--- src/rtl/pwm_multi_ch.sv ---
// pwm_multi_ch: CH_NUM-channel PWM generator sharing one period counter.
// Period and per-channel duty are double-buffered (pending -> active) so
// that new values only take effect at a period boundary.
//
// Ports:
//   sys_clk        system clock (50 MHz)
//   sys_rst        synchronous, active-high reset
//   cfg_wr         single-cycle write strobe
//   cfg_is_period  1: write period, 0: write duty of cfg_ch
//   cfg_ch         channel index of a duty write (>= CH_NUM ignored)
//   cfg_data       write data
//   ch_en          live per-channel enable
//   center_mode    center-aligned select (PWM_CENTER_EN builds only)
//   pwm_out        registered PWM outputs, idle level = INV_MASK
//   period_tick    one-cycle pulse while pwm_out reflects cnt == 0
//
// Build option: define PWM_CENTER_EN to generate the up/down
// (center-aligned) counter. Without it center_mode is ignored.

module pwm_multi_ch #(
  parameter int                CH_NUM     = 4,
  parameter int                CNT_W      = 16,
  parameter int                DEF_PERIOD = 50000,
  parameter int                DEF_DUTY   = 25000,
  parameter logic [CH_NUM-1:0] INV_MASK   = '0
) (
  input  logic              sys_clk,
  input  logic              sys_rst,
  input  logic              cfg_wr,
  input  logic              cfg_is_period,
  input  logic [3:0]        cfg_ch,
  input  logic [CNT_W-1:0]  cfg_data,
  input  logic [CH_NUM-1:0] ch_en,
  input  logic              center_mode,
  output logic [CH_NUM-1:0] pwm_out,
  output logic              period_tick
);

  localparam int DEF_P_CL = (DEF_PERIOD < 2) ? 2 : DEF_PERIOD;

  localparam logic [CNT_W-1:0] RST_PER  = CNT_W'(DEF_P_CL);
  localparam logic [CNT_W-1:0] RST_DUTY = CNT_W'(DEF_DUTY);
  localparam logic [CNT_W-1:0] ONE      = CNT_W'(1);
  localparam logic [CNT_W-1:0] TWO      = CNT_W'(2);

  logic [CNT_W-1:0] cnt;
  logic [CNT_W-1:0] cnt_nxt;
  logic [CNT_W-1:0] per_act;
  logic [CNT_W-1:0] per_pend;
  logic [CNT_W-1:0] per_last;
  logic [CNT_W-1:0] wr_per;
  logic [CNT_W-1:0] duty_act  [CH_NUM];
  logic [CNT_W-1:0] duty_pend [CH_NUM];

  logic              load;
  logic              per_wr;
  logic [CH_NUM-1:0] duty_wr;
  logic [CH_NUM-1:0] pwm_nxt;

  assign per_last = per_act - ONE;

  // Periods below 2 would leave no room for a wrap; store them as 2.
  assign wr_per = (cfg_data < TWO) ? TWO : cfg_data;

  assign per_wr = cfg_wr & cfg_is_period;

  // Per-channel write decode; indices >= CH_NUM match nothing.
  always_comb begin
    duty_wr = '0;
    for (int i = 0; i < CH_NUM; i++) begin
      duty_wr[i] = cfg_wr & ~cfg_is_period
                 & (cfg_ch == 4'(i));
    end
  end

`ifdef PWM_CENTER_EN

  logic mode_act;
  logic dir_dn;
  logic dir_nxt;

  // Center mode: up 0..P-1, down P-2..1, shadow load at the
  // down-count 1. With P == 2 there is no down leg, so the top
  // of the up leg is also the load point.
  always_comb begin
    load    = 1'b0;
    cnt_nxt = cnt + ONE;
    dir_nxt = dir_dn;
    if (mode_act) begin
      if (dir_dn) begin
        if (cnt <= ONE) begin
          load    = 1'b1;
          cnt_nxt = '0;
          dir_nxt = 1'b0;
        end else begin
          cnt_nxt = cnt - ONE;
        end
      end else if (cnt >= per_last) begin
        if (per_act == TWO) begin
          load    = 1'b1;
          cnt_nxt = '0;
        end else begin
          cnt_nxt = per_act - TWO;
          dir_nxt = 1'b1;
        end
      end
    end else if (cnt >= per_last) begin
      load    = 1'b1;
      cnt_nxt = '0;
      dir_nxt = 1'b0;
    end
  end

  // Mode only switches at a shadow-load point so a period is never
  // split between the two counting schemes.
  always_ff @(posedge sys_clk) begin
    if (sys_rst) begin
      mode_act <= 1'b0;
      dir_dn   <= 1'b0;
    end else begin
      dir_dn <= dir_nxt;
      if (load) begin
        mode_act <= center_mode;
      end
    end
  end

`else

  logic unused_center;
  assign unused_center = center_mode;

  always_comb begin
    load    = 1'b0;
    cnt_nxt = cnt + ONE;
    if (cnt >= per_last) begin
      load    = 1'b1;
      cnt_nxt = '0;
    end
  end

`endif

  // Channel compare against the active duty; ch_en acts immediately.
  always_comb begin
    pwm_nxt = INV_MASK;
    for (int i = 0; i < CH_NUM; i++) begin
      if (ch_en[i]) begin
        pwm_nxt[i] = (cnt < duty_act[i]) ^ INV_MASK[i];
      end
    end
  end

  // Counter and output registers.
  always_ff @(posedge sys_clk) begin
    if (sys_rst) begin
      cnt         <= '0;
      pwm_out     <= INV_MASK;
      period_tick <= 1'b0;
    end else begin
      cnt         <= cnt_nxt;
      pwm_out     <= pwm_nxt;
      period_tick <= (cnt == '0);
    end
  end

  // Period shadow register. A write on the load cycle bypasses
  // pending so it governs the very next period.
  always_ff @(posedge sys_clk) begin
    if (sys_rst) begin
      per_pend <= RST_PER;
      per_act  <= RST_PER;
    end else begin
      if (load) begin
        per_act <= per_pend;
      end
      if (per_wr) begin
        per_pend <= wr_per;
        if (load) begin
          per_act <= wr_per;
        end
      end
    end
  end

  // Duty shadow registers, same bypass rule as the period.
  always_ff @(posedge sys_clk) begin
    if (sys_rst) begin
      for (int i = 0; i < CH_NUM; i++) begin
        duty_pend[i] <= RST_DUTY;
        duty_act[i]  <= RST_DUTY;
      end
    end else begin
      for (int i = 0; i < CH_NUM; i++) begin
        if (load) begin
          duty_act[i] <= duty_pend[i];
        end
        if (duty_wr[i]) begin
          duty_pend[i] <= cfg_data;
          if (load) begin
            duty_act[i] <= cfg_data;
          end
        end
      end
    end
  end

endmodule

--- config.mk ---
export PLATFORM = sky130hd
export DESIGN_NAME = pwm_multi_ch
export DESIGN_NICKNAME = d
export VERILOG_FILES = /design/src/rtl/pwm_multi_ch.sv
export SDC_FILE = /design/constraint.sdc
export NUM_CORES = 1
export LEC_CHECK = 0
export BUFFER_PORTS_ARGS = -buffer_cell sky130_fd_sc_hd__clkbuf_2
export CAP_MARGIN = 10
export CORE_MARGIN = 5
export CORE_UTILIZATION = 40
export CTS_CLUSTER_SIZE = 28
export DETAILED_ROUTE_END_ITERATION = 12
export GPL_ROUTABILITY_DRIVEN = 1
export PLACE_DENSITY = 0.59
export REMOVE_ABC_BUFFERS = 1
export SETUP_SLACK_MARGIN = 0.5
export SKIP_LAST_GASP = 1
export SLEW_MARGIN = 20
export SYNTH_ARGS = -nofsm -noshare
export SYNTH_HDL_FRONTEND = slang
export SYNTH_SLANG_ARGS = --single-unit
export TNS_END_PERCENT = 5
--- constraint.sdc ---
create_clock -name sys_clk -period 5.4 [get_ports sys_clk]
set_input_delay 0.54 -clock sys_clk [delete_from_list [all_inputs] [get_ports sys_clk]]
set_output_delay 0.54 -clock sys_clk [all_outputs]
set_load 0.02 [all_outputs]
==> impl_metrics.csv <==
group,metric,value,unit
timing,rsz0062_at_grt,"false",
clock_network,cts_resized,0,
global_routing,grt_pass1_wl,35.90,mm
route,wl_per_cell,18.48,um
worst_setup_path,crit_start,"per_act[5]",
synth,ys_warn_count,0,
route,wirelength,23.10,mm
synth,synth-seq-cells,181,
clock_network,cts_tree,"built",
synth,yosysUniqueCellTypes,54,
power,power,2987,uW
global_routing,gr-total-overflow,0,
clock_network,insertion_delay,0.42,ns
placed_design,dp_hpwl,14.91,mm
timing,fin_skew,0.007870,ns
final_layout,drive_gt1_share,9.605,%
route,dr.pass1.iters,5,
clock_network,cts_buffer_depth,2,
global_routing,track_usage,18.05,%
final_layout,final_common_cell,"nand2_1",
global_routing,grt_max_degree,47,
timing,finalHoldViolations,0,
route,first_iter_violations,395,
power,pwr-share-seq,51.9,%
power,p_leak,0.004637,uW
worst_setup_path,critPathMaxFanout,31,
final_layout,syn_to_final_growth,11.66,%
worst_setup_path,crit_required,5.52,ns
timing,setup_viol,0,
worst_setup_path,crit_type,"reg -> reg",
floorplan,initial_core_util,40.93,%
synth,synth_ff_type,"edfxtp_1",
worst_setup_path,worst-path-buf-inv,1,
final_layout,n_fill_cell,2179,
worst_setup_path,critPathMaxStageDelay,0.60,ns
synth,synth_cells,898,
floorplan,core_area,0.02278,mm2
route,via_per_inst,5.131,
timing,min_period,4.390,ns
worst_setup_path,cp_cell_sequence,"nor4_2, nand2_1, nor4_1, or3b_1, xor2_1, ha_1, and4_4, nand4_4, or4_4, nand4_4, buf_4",
worst_setup_path,crit_path_end_kind,"register",
floorplan,die_x,162.7,um
synth,avgSynthCellArea,10.38,um2
synth,yosysSeqAreaShare,52.60,%
power,comb_power_share,5.3,%
timing,max_slew_margin,40.58,%
hold_path,min-delay-start,"ch_en[1]",
timing,drv_slew,0,
power,powerDensity,286.9,mW/mm2
power,p_int,2318,uW
floorplan,rows,55,
worst_setup_path,cpMaxStageDelayCell,"or4_4",
timing,max_freq,227.8,MHz
hold_path,hp-class,"in -> reg",
synth,synth.cell_area,0.009324,mm2
clock_network,cts_sinks,181,
timing,finalCritPeriodShare,81.30,%
status,status,"completed",
clock_network,htreeDepth,4,
flow_run,maxCapViolCount,0,
clock_network,numCtsBuffers,17,
power,switchingPower,668.6,uW
placed_design,place.gp.congestion,0.8037,
worst_setup_path,worstPathArrival,4.51,ns
floorplan,die_h,162.7,um
worst_setup_path,rrSetupSlack,1.01,ns
worst_setup_path,start_kind,"register",
clock_network,ctsRootBufferMaster,"clkbuf_16",
global_routing,grt_pass1_vias,6284,
clock_network,postCtsSetupBuffers,0,
synth,synth_edf_count,128,
global_routing,antenna_found_initial,0,
floorplan,io_pins,34,
worst_setup_path,critPathMostFrequentCell,"nand4_4",
route,drc,0,
final_layout,final_cell_mix,"nand2_1, edfxtp_1, inv_1",
power,ir_drop,221.8,uV
power,p_clk_share,42.8,%
timing,fin_setup_tns,0,ns
floorplan,die-area,0.02646,mm2
placed_design,port-buffer-count,32,
route,vias,6414,
synth,async_flop_share,0,%
clock_network,cts_hold_buf,0,
route,ant_nets,0,
power,switching_share,22.38,%
worst_setup_path,crit_family,"simple AND/OR/NAND/NOR gates",
timing,worstMarginPinSlew,0.8880,ns
clock_network,cts.clk_slew.worst_paths,0.07,ns
worst_setup_path,reg2reg_from,"per_act[5]",
final_layout,antenna_cells,0,
final_layout,nNetsFinal,1032,
-- power groups by stage --
stage	sequential, uW	clock [uW]	combinational [uW]
5_1_grt	1550	1360	177
4_1_cts	1550	1290	161
2_1_floorplan	1580	0	79.1
3_3_place_gp	1580	0	158
6_report	1550	1280	159
3_5_place_dp	1580	0	160
-- area by class of cell --
type | count | area, um2 | area share, %
flip-flops and latches | 181 | 4905 | 47.11
clock buffers | 20 | 446.7 | 4.290
multi-input cells | 576 | 3869 | 37.16
well taps | 313 | 391.6 | 3.762
clock inverters | 12 | 153.9 | 1.478
inverters | 106 | 397.9 | 3.822
repair buffers | 42 | 247.7 | 2.380
-- final timing paths --
path | end | depth (start not counted)
setup / recovery | duty_act[2][14] | 11
hold reg to reg | per_pend[10] | 2
hold / removal | pwm_out[1] | 3
setup reg to reg | duty_act[2][14] | 11
-- registers in the layout, indices dropped and copies added (netlist names) --
signal,cells
cnt,16
duty_act,64
per_pend,16
period_tick,1
duty_pend,64
pwm_out,4
per_act,16
-- cell usage after synthesis, types with 2 or more instances --
cell type  count  area, um2
a22o_1         6      52.55
mux2i_1       18      180.2
buf_4          4      30.03
buf_1          5      18.77
and3_1        11      68.82
dfxtp_1       53       1061
nor2_1        58      217.7
o21a_1         5      37.54
a21oi_1       71      355.3
xnor2_1       14      122.6
and4_1         2      17.52
nand4_1       13      81.33
mux2_2         6      67.56
edfxtp_1     128       3844
a21o_1        14      105.1
nor2b_1       11      68.82
clkbuf_1      18      67.56
ha_1          79      988.5
buf_2          5      25.02
o2111ai_1      8      70.07
nand3_1       18      90.09
and2_1         2      12.51
xor2_1        14      122.6
nor4_1         9      56.30
nand3b_1       3      22.52
inv_1        106      397.9
a2111oi_0      4      35.03
nor3_1         7      35.03
nand2b_1      14      87.58
buf_6          3      33.78
nand2_1      135      506.7
or3_1         22      137.6
o21ai_0       11      55.05
-- cell families after synthesis --
group	Yosys count	share of synthesized area [%]
DFF	181	52.60
adders and majority gates	79	10.60
AOI/OAI and AO/OA	126	8.481
xor gates and xnor gates	28	2.630
buffers and inverters	141	6.146
muxes	25	2.778
and+or+nand+nor	318	16.76
-- worst register-to-register path: cells and delay by family, from the launching register on --
family	cells	cell delay (ns)
AND/OR/NAND/NOR	8	2.92
adder cells (fa/ha/maj)	1	0.31
buffers and inverters	1	0.35
flip-flops	1	0.35
XOR/XNOR	1	0.15
-- routing by layer --
layer | up-vias | track usage [%] | wire length, um
met5 | - | 0 | 0
met4 | 0 | 5.337 | 453
met3 | 30 | 3.037 | 978
met2 | 166 | 30.05 | 11010
met1 | 3041 | 24.33 | 10650
li1 | 3177 | - | -
-- metrics by stage --
stage	setup slack [ns]	cells	util (%)	instance area [um2]	hold slack, ns
after floorplan	0.6673	863	-	9149	0.4272
after global placement	1.071	1218	43.07	9811	0.4477
after detailed placement	1.001	1218	43.07	9811	0.4537
after CTS	0.9905	1250	45.71	10410	0.4029
after global routing	0.7256	1250	45.71	10410	0.4027
final	1.010	1250	45.71	10410	0.4201
Power figures use the tool's default switching activity.
